File: src/rtl/uart_rx_fifo_pkg.sv
// Shared constants for the UART receive buffer: byte width, default FIFO
// geometry and the default idle-timeout length.
package uart_rx_fifo_pkg;

    localparam int unsigned BYTE_W             = 8;
    localparam int unsigned DEF_DEPTH          = 16;
    localparam int unsigned DEF_ADDR_W         = 4;
    localparam int unsigned DEF_TIMEOUT_CYCLES = 50000;

    typedef logic [BYTE_W-1:0] byte_t;

endpackage

File: src/rtl/uart_rx_fifo_sync_fifo.sv
// sync_fifo: generic single-clock show-ahead FIFO. Pointers wrap naturally
// at DEPTH (power of two); the fill count is kept in its own register so
// that full and empty are unambiguous. A write while full is accepted only
// when a read completes on the same edge.
module sync_fifo #(
    parameter int unsigned WIDTH  = 8,
    parameter int unsigned DEPTH  = 16,
    parameter int unsigned ADDR_W = 4
) (
    input  logic              clk,
    input  logic              rst,
    input  logic              wr_en,
    input  logic [WIDTH-1:0]  wr_data,
    input  logic              rd_en,
    output logic [WIDTH-1:0]  rd_data,
    output logic [ADDR_W:0]   count,
    output logic              full,
    output logic              empty
);

    logic [WIDTH-1:0]  mem [DEPTH];
    logic [ADDR_W-1:0] wr_ptr;
    logic [ADDR_W-1:0] rd_ptr;
    logic              do_wr;
    logic              do_rd;

    assign full    = (count == (ADDR_W+1)'(DEPTH));
    assign empty   = (count == '0);
    assign rd_data = mem[rd_ptr];

    // Qualify requests: reads need data, writes need space or a same-edge read.
    always_comb begin
        do_rd = rd_en && !empty;
        do_wr = wr_en && (!full || do_rd);
    end

    // Storage array; deliberately not reset.
    always_ff @(posedge clk) begin
        if (do_wr) begin
            mem[wr_ptr] <= wr_data;
        end
    end

    // Pointer and fill-count update.
    always_ff @(posedge clk) begin
        if (rst) begin
            wr_ptr <= '0;
            rd_ptr <= '0;
            count  <= '0;
        end else begin
            if (do_wr) begin
                wr_ptr <= wr_ptr + 1'b1;
            end
            if (do_rd) begin
                rd_ptr <= rd_ptr + 1'b1;
            end
            case ({do_wr, do_rd})
                2'b10:   count <= count + 1'b1;
                2'b01:   count <= count - 1'b1;
                default: count <= count;
            endcase
        end
    end

endmodule

File: src/rtl/uart_rx_fifo.sv
// uart_rx_fifo: receive-side buffer behind the UART receiver. A rising edge
// of the receiver's done level writes the byte into sync_fifo; bytes leave on
// a valid/ready stream. Reports fill level, full and a sticky overflow flag.
// Optional idle timeout is built only when UART_RX_FIFO_TIMEOUT_EN is defined;
// otherwise o_Timeout is tied low.
module uart_rx_fifo
    import uart_rx_fifo_pkg::*;
#(
    parameter int unsigned DEPTH          = DEF_DEPTH,
    parameter int unsigned ADDR_W         = DEF_ADDR_W,
    parameter int unsigned TIMEOUT_CYCLES = DEF_TIMEOUT_CYCLES
) (
    input  logic              i_SysClock,
    input  logic              i_Reset,
    input  logic [BYTE_W-1:0] i_RxByte,
    input  logic              i_RxDone,
    output logic [BYTE_W-1:0] o_Data,
    output logic              o_Valid,
    input  logic              i_Ready,
    output logic [ADDR_W:0]   o_Count,
    output logic              o_Full,
    output logic              o_Overflow,
    input  logic              i_ClearOverflow,
    output logic              o_Timeout
);

    if (DEPTH < 2 || DEPTH != (1 << ADDR_W)) begin : g_bad_geometry
        $error("uart_rx_fifo: DEPTH must be a power of two >= 2 equal to 2**ADDR_W");
    end
    if (TIMEOUT_CYCLES < 1) begin : g_bad_timeout
        $error("uart_rx_fifo: TIMEOUT_CYCLES must be at least 1");
    end

    logic done_q;
    logic wr_evt;
    logic rd_evt;
    logic drop;
    logic fifo_empty;
    logic fifo_full;

    // done_q resets high so the receiver's idle-high done is not seen as an edge.
    always_ff @(posedge i_SysClock) begin
        if (i_Reset) begin
            done_q <= 1'b1;
        end else begin
            done_q <= i_RxDone;
        end
    end

    assign wr_evt  = i_RxDone && !done_q;
    assign rd_evt  = !fifo_empty && i_Ready;
    assign drop    = wr_evt && fifo_full && !rd_evt;
    assign o_Valid = !fifo_empty;
    assign o_Full  = fifo_full;

    sync_fifo #(
        .WIDTH  (BYTE_W),
        .DEPTH  (DEPTH),
        .ADDR_W (ADDR_W)
    ) u_fifo (
        .clk     (i_SysClock),
        .rst     (i_Reset),
        .wr_en   (wr_evt),
        .wr_data (i_RxByte),
        .rd_en   (rd_evt),
        .rd_data (o_Data),
        .count   (o_Count),
        .full    (fifo_full),
        .empty   (fifo_empty)
    );

    // Sticky overflow; a drop in the same cycle as a clear keeps the flag set.
    always_ff @(posedge i_SysClock) begin
        if (i_Reset) begin
            o_Overflow <= 1'b0;
        end else if (drop) begin
            o_Overflow <= 1'b1;
        end else if (i_ClearOverflow) begin
            o_Overflow <= 1'b0;
        end
    end

`ifdef UART_RX_FIFO_TIMEOUT_EN
    localparam int unsigned TMO_W = $clog2(TIMEOUT_CYCLES + 1);

    logic [TMO_W-1:0] idle_cnt;

    // Idle counter: runs while data waits untouched, saturates at the limit.
    always_ff @(posedge i_SysClock) begin
        if (i_Reset || fifo_empty || wr_evt || rd_evt) begin
            idle_cnt <= '0;
        end else if (idle_cnt != TMO_W'(TIMEOUT_CYCLES)) begin
            idle_cnt <= idle_cnt + 1'b1;
        end
    end

    assign o_Timeout = (idle_cnt == TMO_W'(TIMEOUT_CYCLES));
`else
    assign o_Timeout = 1'b0;
`endif

endmodule

File: config.mk
export PLATFORM = sky130hd
export DESIGN_NAME = uart_rx_fifo
export DESIGN_NICKNAME = d
export VERILOG_FILES = /design/src/rtl/uart_rx_fifo_pkg.sv /design/src/rtl/uart_rx_fifo_sync_fifo.sv /design/src/rtl/uart_rx_fifo.sv
export SDC_FILE = /design/constraint.sdc
export NUM_CORES = 1
export LEC_CHECK = 0
export CORE_ASPECT_RATIO = 1.2
export CORE_MARGIN = 3
export CORE_UTILIZATION = 53
export CTS_CLUSTER_SIZE = 30
export DETAILED_ROUTE_END_ITERATION = 8
export PLACE_DENSITY = 0.71
export SLEW_MARGIN = 20
export SYNTH_ARGS = -nofsm -noshare
export SYNTH_HDL_FRONTEND = slang
export SYNTH_SLANG_ARGS = --single-unit
export TNS_END_PERCENT = 20
File: constraint.sdc
create_clock -name i_SysClock -period 2.9 [get_ports i_SysClock]
set_clock_uncertainty 0.15 [all_clocks]
set_input_delay 0.725 -clock i_SysClock [delete_from_list [all_inputs] [get_ports i_SysClock]]
set_output_delay 0.725 -clock i_SysClock [all_outputs]
set_load 0.02 [all_outputs]
==> results by group <==
Final layout
  • Final instance area: 7440 µm²
  • Final Instance Count excl. Fillers: 527
  • Leading cell types in the layout, fill and taps excluded: 128 x edfxtp_1, 40 x mux4_2, 31 x buf_4
  • Antenna diodes: 0
  • Layout area overhead: 25.7%
  • Layout cell share with drive strength beyond 1: 0.337
  • Fin util: 0.694
  • Commonest non-fill, non-tap cell in the layout: edfxtp_1
  • Final net count: 405

Timing
  • Final Hold Slack: approximately 350 ps
  • Relative slew slack: 0.554
  • Final WS setup: -142 ps
  • Final hold vios: 0
  • F_max: 0.329 GHz
  • Max Slew Vio Count: 0
  • Crit path time final: between 3000 and 4000 ps
  • Final setup viols: 8
  • Final period utilization: 1.05
  • RSZ-0062 raised after global routing: yes
  • Setup TNS: -1050 ps
  • Worst Tran Pin Value: 666 ps

CTS
  • Max H-tree Level: 4
  • Hold Buf Count CTS: 0
  • CTS tree: yes
  • Worst-path clk slew: around 60 ps
  • CTS sink cnt: 147
  • Clock Tree Root: clkbuf_16
  • Worst-case clock buffer depth: 2
  • Latest clock arrival within the worst-skew pair: just over 400 ps
  • CTS buffer count: 17

Drt
  • Initial DRT Pass Iterations: 5
  • WL/cell: 22.4 µm
  • M1 wire length: just under 5000 µm
  • Met2 WL: roughly 6300 µm
  • DRT iter0 DRCs: 230
  • Residual DRC: 0
  • Routed wl met3: 531 µm
  • WL final: around 12000 µm
  • Highest routed layer: met4
  • Via density: just under 6
  • Antenna viol nets, final: 0
  • Via Count: a little over 3000

Yosys
  • Gate Count Post-Synth: ~310
  • Primary FF master, synth: edfxtp_1
  • Synth Warn #: 0
  • Syn nets: between 300 and 400
  • Distinct cells, synth: 46
  • EDFF count, synth: ~130
  • Synth top area cells: edfxtp_1 65%, mux4_2 15%, dfxtp_1 6.4%
  • Register area share after synthesis: 0.714
  • Synth Register Bits: roughly 150
  • Dominant cell type by area after synthesis: edfxtp_1
  • Post-synthesis async set-or-reset flop share: 0
  • Cell Area, Synth: slightly below 6000 µm²
  • Mapped Avg Cell Area: approximately 19 µm²
  • Yosys top cell area share: 0.649

Critical path
  • Critical R2R Launch: u_fifo.count[0]
  • Crit. End Element: output port
  • Worst r2r path cells: 8
  • RR Endpoint: u_fifo.count[4]
  • Startpoint Class: register
  • Kind of critical path: reg2out
  • R2R setup slack: between 150 and 200 ps
  • Worst path arrival time: roughly 2200 ps
  • Critical path data required time: just over 2000 ps
  • Crit path max fanout: 9
  • CP endpoint: o_Data[1]

Floorplan
  • Die X-Extent: 102 µm
  • Initial Util: 0.552
  • Row count: approximately 40
  • Top Ports: 30
  • Total die area: 12500 µm²
  • Die Ht: about 120 µm
  • Core area: around 11000 µm²

GRT
  • Vias in the first global route: roughly 3200
  • Largest net degree at the start of global routing: 33
  • GRT Total Usage: 0.209
  • GR Overflow Total: 0
  • First-pass GRT wire length: 18300 µm
  • Initial antenna violation count: 0

Placed design
  • Cells after DPL: roughly 500
  • Gp weighted congestion: 0.911
  • Port bufs: 28
  • Placed Instance Area: roughly 6700 µm²
  • Detailed Place HPWL: roughly 7700 µm
  • Setup slack after placement: -233 ps

Job
  • Max Cap Violations: 0

Min path
  • HP Start: o_Overflow
  • Worst hold path type: reg2reg

Status
  • Status: complete, but fails checks
  • Failing checks: negative setup slack

Power
  • Design Power: between 6 and 7 mW
  • Lkg Pwr: between 2 and 2.5 nW
  • P per Cell Area: approximately 830 nW/µm²
  • Peak VDD IR: around 0.66 mV
what timing repair did:
action                     in CTS  in global routing
setup endpoints to repair       9                  9
resized for setup              44                  5
setup buffers                   2                  0
gates cloned                    2                  0
sequential cells by signal, indices dropped and copies added, names as in the netlist, named ones only:
register and cells:
u_fifo.wr_ptr 4, u_fifo.mem 128, u_fifo.rd_ptr 4, done_q 1, o_Overflow 1, u_fifo.count 5
power breakdown:
group	total (mW)	leakage (nW)	switching [mW]	internal (mW)
registers	2.43	1.31	0.0657	2.36
clock network	2.34	0.312	0.772	1.57
logic	1.40	0.875	0.665	0.731
worst min-delay path by stage:
stage / to / slack, ps / cells past startpoint
after detailed placement: o_Overflow / 340 / 2
final: o_Overflow / 350 / 2
after global routing: u_fifo.wr_ptr[1] / 410 / 2
after floorplan: u_fifo.wr_ptr[1] / 330 / 2
after global placement: o_Overflow / 330 / 2
after CTS: o_Overflow / 360 / 2
final cells by class:
| class | instances | area (µm²) |
|---|---|---|
| Sequential cell | 147 | 4230 |
| Fill cell | 673 | 3280 |
| Multi-Input combinational cell | 137 | 1600 |
| Timing Repair Buffer | 72 | 769 |
| Clock buffer | 22 | 464 |
| Clock inverter | 10 | 180 |
| Tap cell | 129 | 161 |
| Inverter | 10 | 37.5 |
synthesized netlist by cell type (2+ instances only):
cell,instances
o41ai_1,2
a21oi_1,3
buf_2,4
buf_6,2
nor3_1,2
mux2_1,2
nand3_1,5
edfxtp_1,128
and2_1,8
a211oi_1,2
nor2b_1,3
xor2_1,3
o21ai_0,2
xnor2_1,3
nand2_1,5
a31oi_1,2
nor2_1,19
o211ai_1,4
ha_1,7
dfxtp_1,19
nor3b_1,2
inv_1,9
mux4_2,40
clkbuf_1,10
nor4_1,5
buf_1,2
layer usage:
layer  track usage  vias up
met3        0.0619       11
met2         0.347       76
met4        0.0574        0
met1         0.270     1605
li1              -     1399
met5             0        -
worst max-delay path, cell delays in order (launching register included):
cell	delay, ps
dfxtp_4	420
buf_12	160
mux4_2	520
mux4_2	510
buf_6	150
kinds of logic (layout without fill, tap and decap cells):
logic type	Yosys count	after routing	synth area share
muxes	43	43	0.158
adders and majority gates	7	7	0.0148
and+or+nand+nor	56	56	0.0497
xor gates and xnor gates	6	6	0.00888
other	1	1	0.000634
buffers and inverters	29	114	0.0224
AOI/OAI and AO/OA	24	24	0.0321
DFF	147	147	0.714
(Power assumes the default switching activity.)
